### config.mk
export PLATFORM = sky130hd
export DESIGN_NAME = temporal_ngram_encoder_flat
export DESIGN_NICKNAME = d
export VERILOG_FILES = /design/src/rtl/temporal_ngram_encoder_if.sv /design/src/rtl/temporal_ngram_encoder.sv /design/src/flat_wrapper.sv
export SDC_FILE = /design/constraint.sdc
export NUM_CORES = 1
export LEC_CHECK = 0
export ABC_AREA = 1
export BUFFER_PORTS_ARGS = -buffer_cell sky130_fd_sc_hd__buf_2
export CORE_UTILIZATION = 45
export DETAILED_ROUTE_END_ITERATION = 16
export GPL_ROUTABILITY_DRIVEN = 0
export MAX_ROUTING_LAYER = met4
export PLACE_DENSITY_LB_ADDON = 0.05
export SLEW_MARGIN = 20
export SYNTH_ARGS = -nofsm -noshare
export SYNTH_HDL_FRONTEND = slang
export SYNTH_SLANG_ARGS = --single-unit
export TNS_END_PERCENT = 10
### constraint.sdc
create_clock -name Clk_CI -period 1.5 [get_ports Clk_CI]
set_input_delay 0.15 -clock Clk_CI [delete_from_list [all_inputs] [get_ports Clk_CI]]
set_output_delay 0.15 -clock Clk_CI [all_outputs]
set_load 0.03 [all_outputs]
### src/rtl/temporal_ngram_encoder_if.sv
// -----------------------------------------------------------------------------
// temporal_ngram_encoder_if
// Carries the handshake and data signals of the temporal N-gram encoder.
//   Upstream side : ValidIn_SI / ReadyOut_SO / HypervectorIn_DI
//   AM side       : ValidOut_SO / ReadyIn_SI / HypervectorOut_DO
//   FlushIn_SI    : exists only when TEMPORAL_FLUSH_EN is defined
// Modports:
//   master : the environment (sample source + associative memory)
//   slave  : the encoder itself
// -----------------------------------------------------------------------------
interface temporal_ngram_encoder_if #(
  parameter int HV_DIMENSION = 8
);
  logic                    ValidIn_SI;
  logic                    ReadyOut_SO;
  logic [0:HV_DIMENSION-1] HypervectorIn_DI;
  logic                    ValidOut_SO;
  logic                    ReadyIn_SI;
  logic [0:HV_DIMENSION-1] HypervectorOut_DO;
`ifdef TEMPORAL_FLUSH_EN
  logic                    FlushIn_SI;

  modport master (
    output ValidIn_SI, HypervectorIn_DI, ReadyIn_SI, FlushIn_SI,
    input  ReadyOut_SO, ValidOut_SO, HypervectorOut_DO
  );

  modport slave (
    input  ValidIn_SI, HypervectorIn_DI, ReadyIn_SI, FlushIn_SI,
    output ReadyOut_SO, ValidOut_SO, HypervectorOut_DO
  );
`else
  modport master (
    output ValidIn_SI, HypervectorIn_DI, ReadyIn_SI,
    input  ReadyOut_SO, ValidOut_SO, HypervectorOut_DO
  );

  modport slave (
    input  ValidIn_SI, HypervectorIn_DI, ReadyIn_SI,
    output ReadyOut_SO, ValidOut_SO, HypervectorOut_DO
  );
`endif
endinterface

### src/rtl/temporal_ngram_encoder.sv
// -----------------------------------------------------------------------------
// temporal_ngram_encoder
// Binds the last NGRAM_SIZE spatial hypervectors into one temporal N-gram
// (cyclic permutation + XOR) and hands it to the associative memory.
// Sliding window: once full, every accepted sample yields one N-gram.
//
// Ports:
//   Clk_CI    : clock, rising edge
//   Reset_RBI : asynchronous active-low reset
//   bus       : temporal_ngram_encoder_if.slave (sample in, N-gram out)
//
// Optional feature macro: TEMPORAL_FLUSH_EN (adds bus.FlushIn_SI, which
// empties the window from the ACCEPT state).
//
// State table:
//   ST_ACCEPT        | ready for a sample, no N-gram pending
//   ST_OUTPUT_STABLE | N-gram held on the output until the AM takes it
// -----------------------------------------------------------------------------
module temporal_ngram_encoder #(
  parameter int HV_DIMENSION = 8,
  parameter int NGRAM_SIZE   = 3,
  parameter int FILL_WIDTH   = 3
) (
  input logic                      Clk_CI,
  input logic                      Reset_RBI,
  temporal_ngram_encoder_if.slave  bus
);

  localparam logic [1:0] ST_ACCEPT        = 2'd0;
  localparam logic [1:0] ST_OUTPUT_STABLE = 2'd1;

  // At least one history slot is kept so the array is legal for NGRAM_SIZE=1;
  // in that case the slot never contributes to the N-gram.
  localparam int HIST = (NGRAM_SIZE > 1) ? NGRAM_SIZE - 1 : 1;

  localparam logic [FILL_WIDTH-1:0] FILL_MAX   = FILL_WIDTH'(NGRAM_SIZE - 1);
  localparam logic [FILL_WIDTH-1:0] FILL_FIRST = (NGRAM_SIZE > 1) ? FILL_WIDTH'(1) : '0;

  logic [1:0]              r_state;
  logic [FILL_WIDTH-1:0]   r_fill;
  logic [0:HV_DIMENSION-1] r_hist [0:HIST-1];
  logic [0:HV_DIMENSION-1] r_out;

  logic                    w_accept;
  logic                    w_full;
  logic                    w_flush;
  logic [0:HV_DIMENSION-1] w_ngram;

  // Rotate one position toward higher index; the last bit wraps to index 0.
  function automatic logic [0:HV_DIMENSION-1] rho(input logic [0:HV_DIMENSION-1] x);
    return {x[HV_DIMENSION-1], x[0:HV_DIMENSION-2]};
  endfunction

  assign w_accept = bus.ValidIn_SI & (r_state == ST_ACCEPT);
  assign w_full   = (r_fill == FILL_MAX);

`ifdef TEMPORAL_FLUSH_EN
  assign w_flush = bus.FlushIn_SI & (r_state == ST_ACCEPT);
`else
  assign w_flush = 1'b0;
`endif

  // History is stored already permuted, so the N-gram is a plain XOR.
  always_comb begin
    w_ngram = bus.HypervectorIn_DI;
    for (int k = 0; k < NGRAM_SIZE - 1; k++) begin
      w_ngram = w_ngram ^ r_hist[k];
    end
  end

  always_ff @(posedge Clk_CI or negedge Reset_RBI) begin
    if (!Reset_RBI) begin
      r_state <= ST_ACCEPT;
      r_fill  <= '0;
      r_out   <= '0;
      for (int k = 0; k < HIST; k++) begin
        r_hist[k] <= '0;
      end
    end else begin
      case (r_state)
        ST_ACCEPT: begin
          if (w_flush) begin
            // The flushed sample (if any) opens a fresh window.
            for (int k = 0; k < HIST; k++) begin
              r_hist[k] <= '0;
            end
            if (w_accept) begin
              r_hist[0] <= rho(bus.HypervectorIn_DI);
              r_fill    <= FILL_FIRST;
              if (NGRAM_SIZE == 1) begin
                r_out   <= bus.HypervectorIn_DI;
                r_state <= ST_OUTPUT_STABLE;
              end
            end else begin
              r_fill <= '0;
            end
          end else if (w_accept) begin
            r_hist[0] <= rho(bus.HypervectorIn_DI);
            for (int k = 1; k < HIST; k++) begin
              r_hist[k] <= rho(r_hist[k-1]);
            end
            if (w_full) begin
              r_out   <= w_ngram;
              r_state <= ST_OUTPUT_STABLE;
            end else begin
              r_fill <= r_fill + FILL_WIDTH'(1);
            end
          end
        end
        ST_OUTPUT_STABLE: begin
          if (bus.ReadyIn_SI) begin
            r_state <= ST_ACCEPT;
          end
        end
        default: r_state <= ST_ACCEPT;
      endcase
    end
  end

  assign bus.ReadyOut_SO       = (r_state == ST_ACCEPT);
  assign bus.ValidOut_SO       = (r_state == ST_OUTPUT_STABLE);
  assign bus.HypervectorOut_DO = r_out;

endmodule

### src/flat_wrapper.sv
// flat-port wrapper written by rule: the top's interface ports become plain ports
module temporal_ngram_encoder_flat 
#(
  parameter int HV_DIMENSION = 8,
  parameter int NGRAM_SIZE   = 3,
  parameter int FILL_WIDTH   = 3
)
  (Clk_CI, Reset_RBI, bus_ValidIn_SI, bus_HypervectorIn_DI, bus_ReadyIn_SI, bus_ReadyOut_SO, bus_ValidOut_SO, bus_HypervectorOut_DO);
  temporal_ngram_encoder_if #(.HV_DIMENSION(HV_DIMENSION)) bus_i ();
  input logic Clk_CI;
  input logic Reset_RBI;
  input wire logic [$bits(bus_i.ValidIn_SI)-1:0] bus_ValidIn_SI;
  input wire logic [$bits(bus_i.HypervectorIn_DI)-1:0] bus_HypervectorIn_DI;
  input wire logic [$bits(bus_i.ReadyIn_SI)-1:0] bus_ReadyIn_SI;
  output wire logic [$bits(bus_i.ReadyOut_SO)-1:0] bus_ReadyOut_SO;
  output wire logic [$bits(bus_i.ValidOut_SO)-1:0] bus_ValidOut_SO;
  output wire logic [$bits(bus_i.HypervectorOut_DO)-1:0] bus_HypervectorOut_DO;
  assign bus_i.ValidIn_SI = bus_ValidIn_SI;
  assign bus_i.HypervectorIn_DI = bus_HypervectorIn_DI;
  assign bus_i.ReadyIn_SI = bus_ReadyIn_SI;
  assign bus_ReadyOut_SO = bus_i.ReadyOut_SO;
  assign bus_ValidOut_SO = bus_i.ValidOut_SO;
  assign bus_HypervectorOut_DO = bus_i.HypervectorOut_DO;
  temporal_ngram_encoder #(.HV_DIMENSION(HV_DIMENSION), .NGRAM_SIZE(NGRAM_SIZE), .FILL_WIDTH(FILL_WIDTH)) u_core (.Clk_CI(Clk_CI), .Reset_RBI(Reset_RBI), .bus(bus_i));
endmodule
==> parameters.txt, run 1 <==
Parameter                              Value

Clock tree
  Post-CTS clock slew at the launch and capture registers of the worst setup and hold paths ... 140 ps
  CTS Buf Count ... 3
  Cell at the root of the clock tree ... sky130_fd_sc_hd__clkbuf_4
  Total of hold buffers inserted after clock tree synthesis ... 1
  Number of resized instances in the post-cts repair step ... 0
  Clock net sink count ... 28
  Clock tree from TritonCTS ... done
  Setup bufs post-CTS ... 0
  Worst skew pair latency ... 320 ps
  Maximum buffer depth of the clock tree ... 2
  Max H-tree Level ... 1

Setup path
  Worst-path maximum fanout ... 9
  Start-to-end type of the worst setup path ... reg2reg
  Startpoint Class ... register
  Critical Path Sink Type ... register
  Arrival time worst endpoint ... 1470 ps
  Crit path required time ... 1720 ps

Timing
  Clock period minus final worst setup slack ... 1250 ps
  Relative max-transition margin ... 0.583
  Clock skew ... 6.91 ps
  Final clock period utilization by the worst path ... 0.834
  Worst-Margin Slew ... 625 ps
  Final Slew Violations ... 0
  RSZ-0062 raised after global routing ... no
  Hold Violations, Final ... 0
  Fmax ... 799 MHz
  Setup violations, final ... 0
  Total negative slack for setup checks ... 0 ps

GRT
  Pin count of the biggest net entering global routing ... 29
  Number of global-route vias before repair ... 1153
  First-pass GRT wire length ... 4.81 mm
  Overall Global Routing Usage ... 0.194
  Overall overflow remaining after global route ... 0
  Number of antenna violations at the first check in global routing ... 0

Drt
  First drt pass iteration count ... 4
  Vias post-DR ... 1142
  DRC ... 0
  WL per Instance ... 10.9 um
  Final ANT Viol Nets ... 0
  Count of routing violations after the opening detailed-route iteration ... 93
  Wire length reported by the detailed router ... 2.74 mm
  Number of vias per cell after detailed routing ... 4.55

Floorplanning
  Vertical die dimension ... 58.2 um
  Die outline width ... 58.2 um
  Row Count ... 20
  Initial Utilization ... 0.470
  I/O Pins ... 22
  Area of the core ... 3030 um^2
  Die outline area ... 3390 um^2

Placement
  Port buffer count ... 21
  Hpwl dp ... 2.10 mm

Synthesis
  Number of different library cells in the post-synthesis netlist ... 18
  Sequential share of the synthesized area ... 0.493
  Number of warnings printed during yosys synthesis ... 0
  Combined area of all synthesized cells ... 1420 um^2
  Number of synthesized register bits ... 28
  Synthesized area per cell ... 7.82 um^2
  Number of standard cells after synthesis ... 182
  Net Count, Synth ... 196

Layout
  Total number of nets in the final design ... 223
  Commonest non-fill, non-tap cells in the layout ... 80 x sky130_fd_sc_hd__nand2_1, 28 x sky130_fd_sc_hd__dfrtp_1, 25 x sky130_fd_sc_hd__inv_1
  Signed area change from the synthesized netlist to the final layout ... 13.5%
  Diodes inserted ... 0
  Post-layout utilization of the core ... 0.533
  Most common cell after layout, fill and taps aside ... sky130_fd_sc_hd__nand2_1
  Filler instances ... 309
  Layout cells sized above 1 ... 0.188

Worst hold path
  Type of the most critical hold path ... in2reg

Outcome
  Result of the run ... completed

Pwr
  Peak VDD IR ... 0.000645 V
  Static Leakage ... 0.904 nW
  Power density of the placed cells ... 1800 nW/um^2

Run
  Max capacitance violation total ... 0
-- synth_stat cells, drive strengths merged --
master  number  area share
inv         28       0.076
o21ai       19       0.083
ha           2       0.018
xor2         1      0.0062
nor2         1       0.014
xnor2        1      0.0062
dfrtp       28        0.49
buf          3       0.018
nand2       82        0.22
nand3       17       0.063
-- registers in the layout (all words and copies together), names as in the netlist --
register and cells:
u_core.r_hist 16, u_core.r_state 1, u_core.bus.HypervectorOut_DO 8, u_core.r_fill 3
-- kinds of logic after synthesis --
| family | Yosys count | share of synthesized area |
|---|---|---|
| AOI/OAI and AO/OA | 19 | 0.0827 |
| buffers and inverters | 31 | 0.0941 |
| xor gates and xnor gates | 2 | 0.0123 |
| adders and majority gates | 2 | 0.0176 |
| and+or+nand+nor | 100 | 0.301 |
| DFF | 28 | 0.493 |
-- worst paths after layout --
check,from,to,slack [ps],depth (start not counted)
setup / recovery,u_core.r_fill[0],u_core.bus.HypervectorOut_DO[1],250,7
hold / removal,bus_HypervectorIn_DI[0],u_core.r_hist[15],120,3
setup reg to reg,u_core.r_fill[0],u_core.bus.HypervectorOut_DO[1],250,7
hold reg to reg,u_core.bus.HypervectorOut_DO[3],u_core.bus.HypervectorOut_DO[3],510,2
max in group asynchronous,Reset_RBI,u_core.r_hist[12],720,2
min in group asynchronous,Reset_RBI,u_core.r_hist[9],370,2
-- metal layers --
metal | GRT usage | routed length (um) | up-vias
li1 | - | - | 605
met1 | 0.231 | 1260 | 519
met2 | 0.337 | 1400 | 16
met3 | 0.0223 | 58 | 2
met4 | 0.0714 | 15 | 0
met5 | - | 0 | -
-- metrics by stage --
stage	instances	setup WS (ps)	hold WS (ps)	cell area, um^2	power [W]
floorplan	182	249	-146	1420	0.00228
global placement	246	312	202	1570	0.00257
detailed placement	246	263	209	1570	0.00263
CTS	250	238	0.241	1600	0.00295
global route	251	138	101	1610	0.00320
finish	251	248	118	1610	0.00291
-- worst max-delay path, stage by stage (launching register included) --
cell	delay (ps)
sky130_fd_sc_hd__dfrtp_1	410
sky130_fd_sc_hd__inv_1	90
sky130_fd_sc_hd__ha_1	170
sky130_fd_sc_hd__nand2_2	100
sky130_fd_sc_hd__nor2_8	190
sky130_fd_sc_hd__inv_4	80
sky130_fd_sc_hd__nand2_1	60
sky130_fd_sc_hd__nand2_1	50
-- power by group --
| part | switching (W) | internal, W | leakage (nW) |
|---|---|---|---|
| sequential | 0.000250 | 0.00106 | 0.350 |
| combinational | 0.000839 | 0.000456 | 0.540 |
| clock | 0.000205 | 0.0000940 | 0.0138 |
| total | 0.00129 | 0.00161 | 0.904 |
-- layout make-up --
class,instances,area (um^2),area share
multi-input combinational,123,588,0.364
clock buffer,3,22.5,0.0140
sequential,28,701,0.434
timing repair buffer,25,140,0.0868
tap,44,55.1,0.0341
inverter,28,108,0.0667
Power figures use the tool's default switching activity.
==> run 2: changes to the inputs <==
- clock period: 1.5 -> 1.1 ns (I/O delays scaled with it)
==> parameters.txt, run 2 (same netlist as run 1, synthesis figures left out) <==
Parameter                              Value

Drt
  Wire length reported by the detailed router ... 2.88 mm (+5.1%)
  Vias post-DR ... 1193 (+4.5%)
  Final ANT Viol Nets ... 0 (unchanged)
  First drt pass iteration count ... 4 (unchanged)
  WL per Instance ... 11.1 um (+1.8%)
  Count of routing violations after the opening detailed-route iteration ... 54 (-42%)
  Number of vias per cell after detailed routing ... 4.61 (+1.2%)
  DRC ... 0 (unchanged)

Timing
  Final setup margin ... -43.8 ps (-292 ps)
  Worst-Margin Slew ... 341 ps (-284 ps)
  Fmax ... 874 MHz (+9.4%)
  Clock period minus final worst setup slack ... 1140 ps (-108 ps)
  RSZ-0062 raised after global routing ... yes
  Final clock period utilization by the worst path ... 1.04 (+0.205)
  Relative max-transition margin ... 0.773 (+0.189)
  Total negative slack for setup checks ... -331 ps (-331 ps)
  Setup violations, final ... 10 (+10)
  Final Slew Violations ... 0 (unchanged)
  Clock skew ... 11.4 ps (+4.47 ps)
  Hold Violations, Final ... 0 (unchanged)

Floorplanning
  Area of the core ... 3030 um^2 (unchanged)
  Row Count ... 20 (unchanged)
  I/O Pins ... 22 (unchanged)
  Die outline width ... 58.2 um (unchanged)
  Vertical die dimension ... 58.2 um (unchanged)
  Initial Utilization ... 0.470 (unchanged)
  Die outline area ... 3390 um^2 (unchanged)

Clock tree
  Clock tree from TritonCTS ... done
  Post-CTS clock slew at the launch and capture registers of the worst setup and hold paths ... 150 ps (about the same)
  CTS Buf Count ... 3 (unchanged)
  Clock net sink count ... 28 (unchanged)
  Cell at the root of the clock tree ... sky130_fd_sc_hd__clkbuf_4
  Maximum buffer depth of the clock tree ... 2 (unchanged)
  Worst skew pair latency ... 320 ps (about the same)
  Max H-tree Level ... 1 (unchanged)

Layout
  Total number of nets in the final design ... 230 (+3.1%)
  Filler instances ... 295 (-4.5%)
  Commonest non-fill, non-tap cells in the layout ... 80 x sky130_fd_sc_hd__nand2_1, 27 x sky130_fd_sc_hd__dfrtp_1, 24 x sky130_fd_sc_hd__inv_1
  Layout Cell Area excl Fill ... 1740 um^2 (+7.5%)
  Most common cell after layout, fill and taps aside ... sky130_fd_sc_hd__nand2_1
  Signed area change from the synthesized netlist to the final layout ... 22.0%
  Max FFs per register ... 16 (unchanged)
  Diodes inserted ... 0 (unchanged)
  Most flops, register ... u_core.r_hist
  Layout cells sized above 1 ... 0.233 (+0.0442)
  Non-Filler Instances ... 259 (+3.2%)

Outcome
  Failing checks ... negative setup slack
  Result of the run ... finished, violations left

Pwr
  Static Leakage ... 0.960 nW (+6.2%)
  Peak VDD IR ... 0.000992 V (+54%)
  Post-route total power ... 0.00431 W (+48%)
  Power density of the placed cells ... 2480 nW/um^2 (+38%)

GRT
  First-pass GRT wire length ... 4.88 mm (+1.4%)
  Overall overflow remaining after global route ... 0 (unchanged)
  Pin count of the biggest net entering global routing ... 16 (-45%)
  Overall Global Routing Usage ... 0.196 (+0.00262)
  Number of global-route vias before repair ... 1160 (+0.61%)
  Number of antenna violations at the first check in global routing ... 0 (unchanged)

Placement
  Port buffer count ... 21 (unchanged)
  Placed cells ... 249 (+1.2%)
  Post-placement worst setup slack ... -85.8 ps (-348 ps)
  Hpwl dp ... 2.18 mm (+3.9%)
  Cell area after placement ... 1620 um^2 (+3.2%)

Setup path
  Arrival time worst endpoint ... 1420 ps (-50 ps)
  Worst-path maximum fanout ... 6 (-3)
  Critical Path Sink Type ... register
  Startpoint Class ... register
  Crit path required time ... 1380 ps (-340 ps)
  Start-to-end type of the worst setup path ... reg2reg

Run
  Max capacitance violation total ... 0 (unchanged)

Worst hold path
  Type of the most critical hold path ... in2reg
run 2: cell count changes in the layout (fill, tap and decap cells not counted), moves of 2 or more:
cell and delta:
sky130_fd_sc_hd__buf_6 +2, sky130_fd_sc_hd__buf_4 +5, sky130_fd_sc_hd__o21ai_1 +4, sky130_fd_sc_hd__o21ai_0 -4
run 2: routing by layer:
layer,up-vias,track usage,part of all wire
met5,-,-,0
met4,0,0.0510,0.0066
met3,2,0.0357,0.030
met2,16,0.338,0.49
met1,551,0.237,0.47
li1,624,-,-
run 2: through the flow:
| step | util | hold WS, ps |
|---|---|---|
| 3_3_place_gp | 0.536 | 29.9 |
| 4_1_cts | 0.571 | 63.6 |
| 3_5_place_dp | 0.536 | 37.7 |
| 2_1_floorplan | - | -186 |
| 5_1_grt | 0.573 | 45.9 |
| 6_report | 0.573 | 71.1 |
run 2: cell type report:
type / instances / area, um^2 / share of cell area
Clock buffer: 4 / 36.3 / 0.0209
Multi-Input combinational cell: 123 / 614 / 0.354
Sequential cell: 28 / 702 / 0.404
Timing Repair Buffer: 32 / 215 / 0.124
Tap cell: 44 / 55.1 / 0.0317
Inverter: 28 / 113 / 0.0649
run 2: repair_timing:
item,in CTS,in global routing
endpoints found under the hold margin,29,0
setup buffers,3,1
hold buffers,2,0
pin swaps,2,1
setup endpoints to repair,15,27
resized for setup,8,4
run 2: path summary, 6_finish.rpt:
check | cells past startpoint | from | to | slack [ps]
worst min register to register | 2 | u_core.bus.HypervectorOut_DO[5] | u_core.bus.HypervectorOut_DO[5] | 490
worst max-delay path | 7 | u_core.r_fill[0] | u_core.bus.HypervectorOut_DO[5] | -40
worst min-delay path | 3 | bus_HypervectorIn_DI[0] | u_core.r_hist[15] | 70
max in group asynchronous | 3 | Reset_RBI | u_core.r_hist[3] | 510
worst max register to register | 7 | u_core.r_fill[0] | u_core.bus.HypervectorOut_DO[5] | -40
min in group asynchronous | 2 | Reset_RBI | u_core.r_state[0] | 190
run 2: power by group:
part           leakage, nW  switching (W)  internal [W]
logic                0.590        0.00123      0.000781
clock network       0.0210       0.000294      0.000202
registers            0.348       0.000358       0.00145
total                0.960        0.00188       0.00243
run 2: critical path, cell delays in order, from the launching register on:
cell and delay, ps:
sky130_fd_sc_hd__dfrtp_1 430, sky130_fd_sc_hd__inv_2 90, sky130_fd_sc_hd__ha_4 140, sky130_fd_sc_hd__nand2_4 60, sky130_fd_sc_hd__nor2_8 140, sky130_fd_sc_hd__buf_4 130
sky130_fd_sc_hd__nand2_1 50, sky130_fd_sc_hd__nand2_1 60
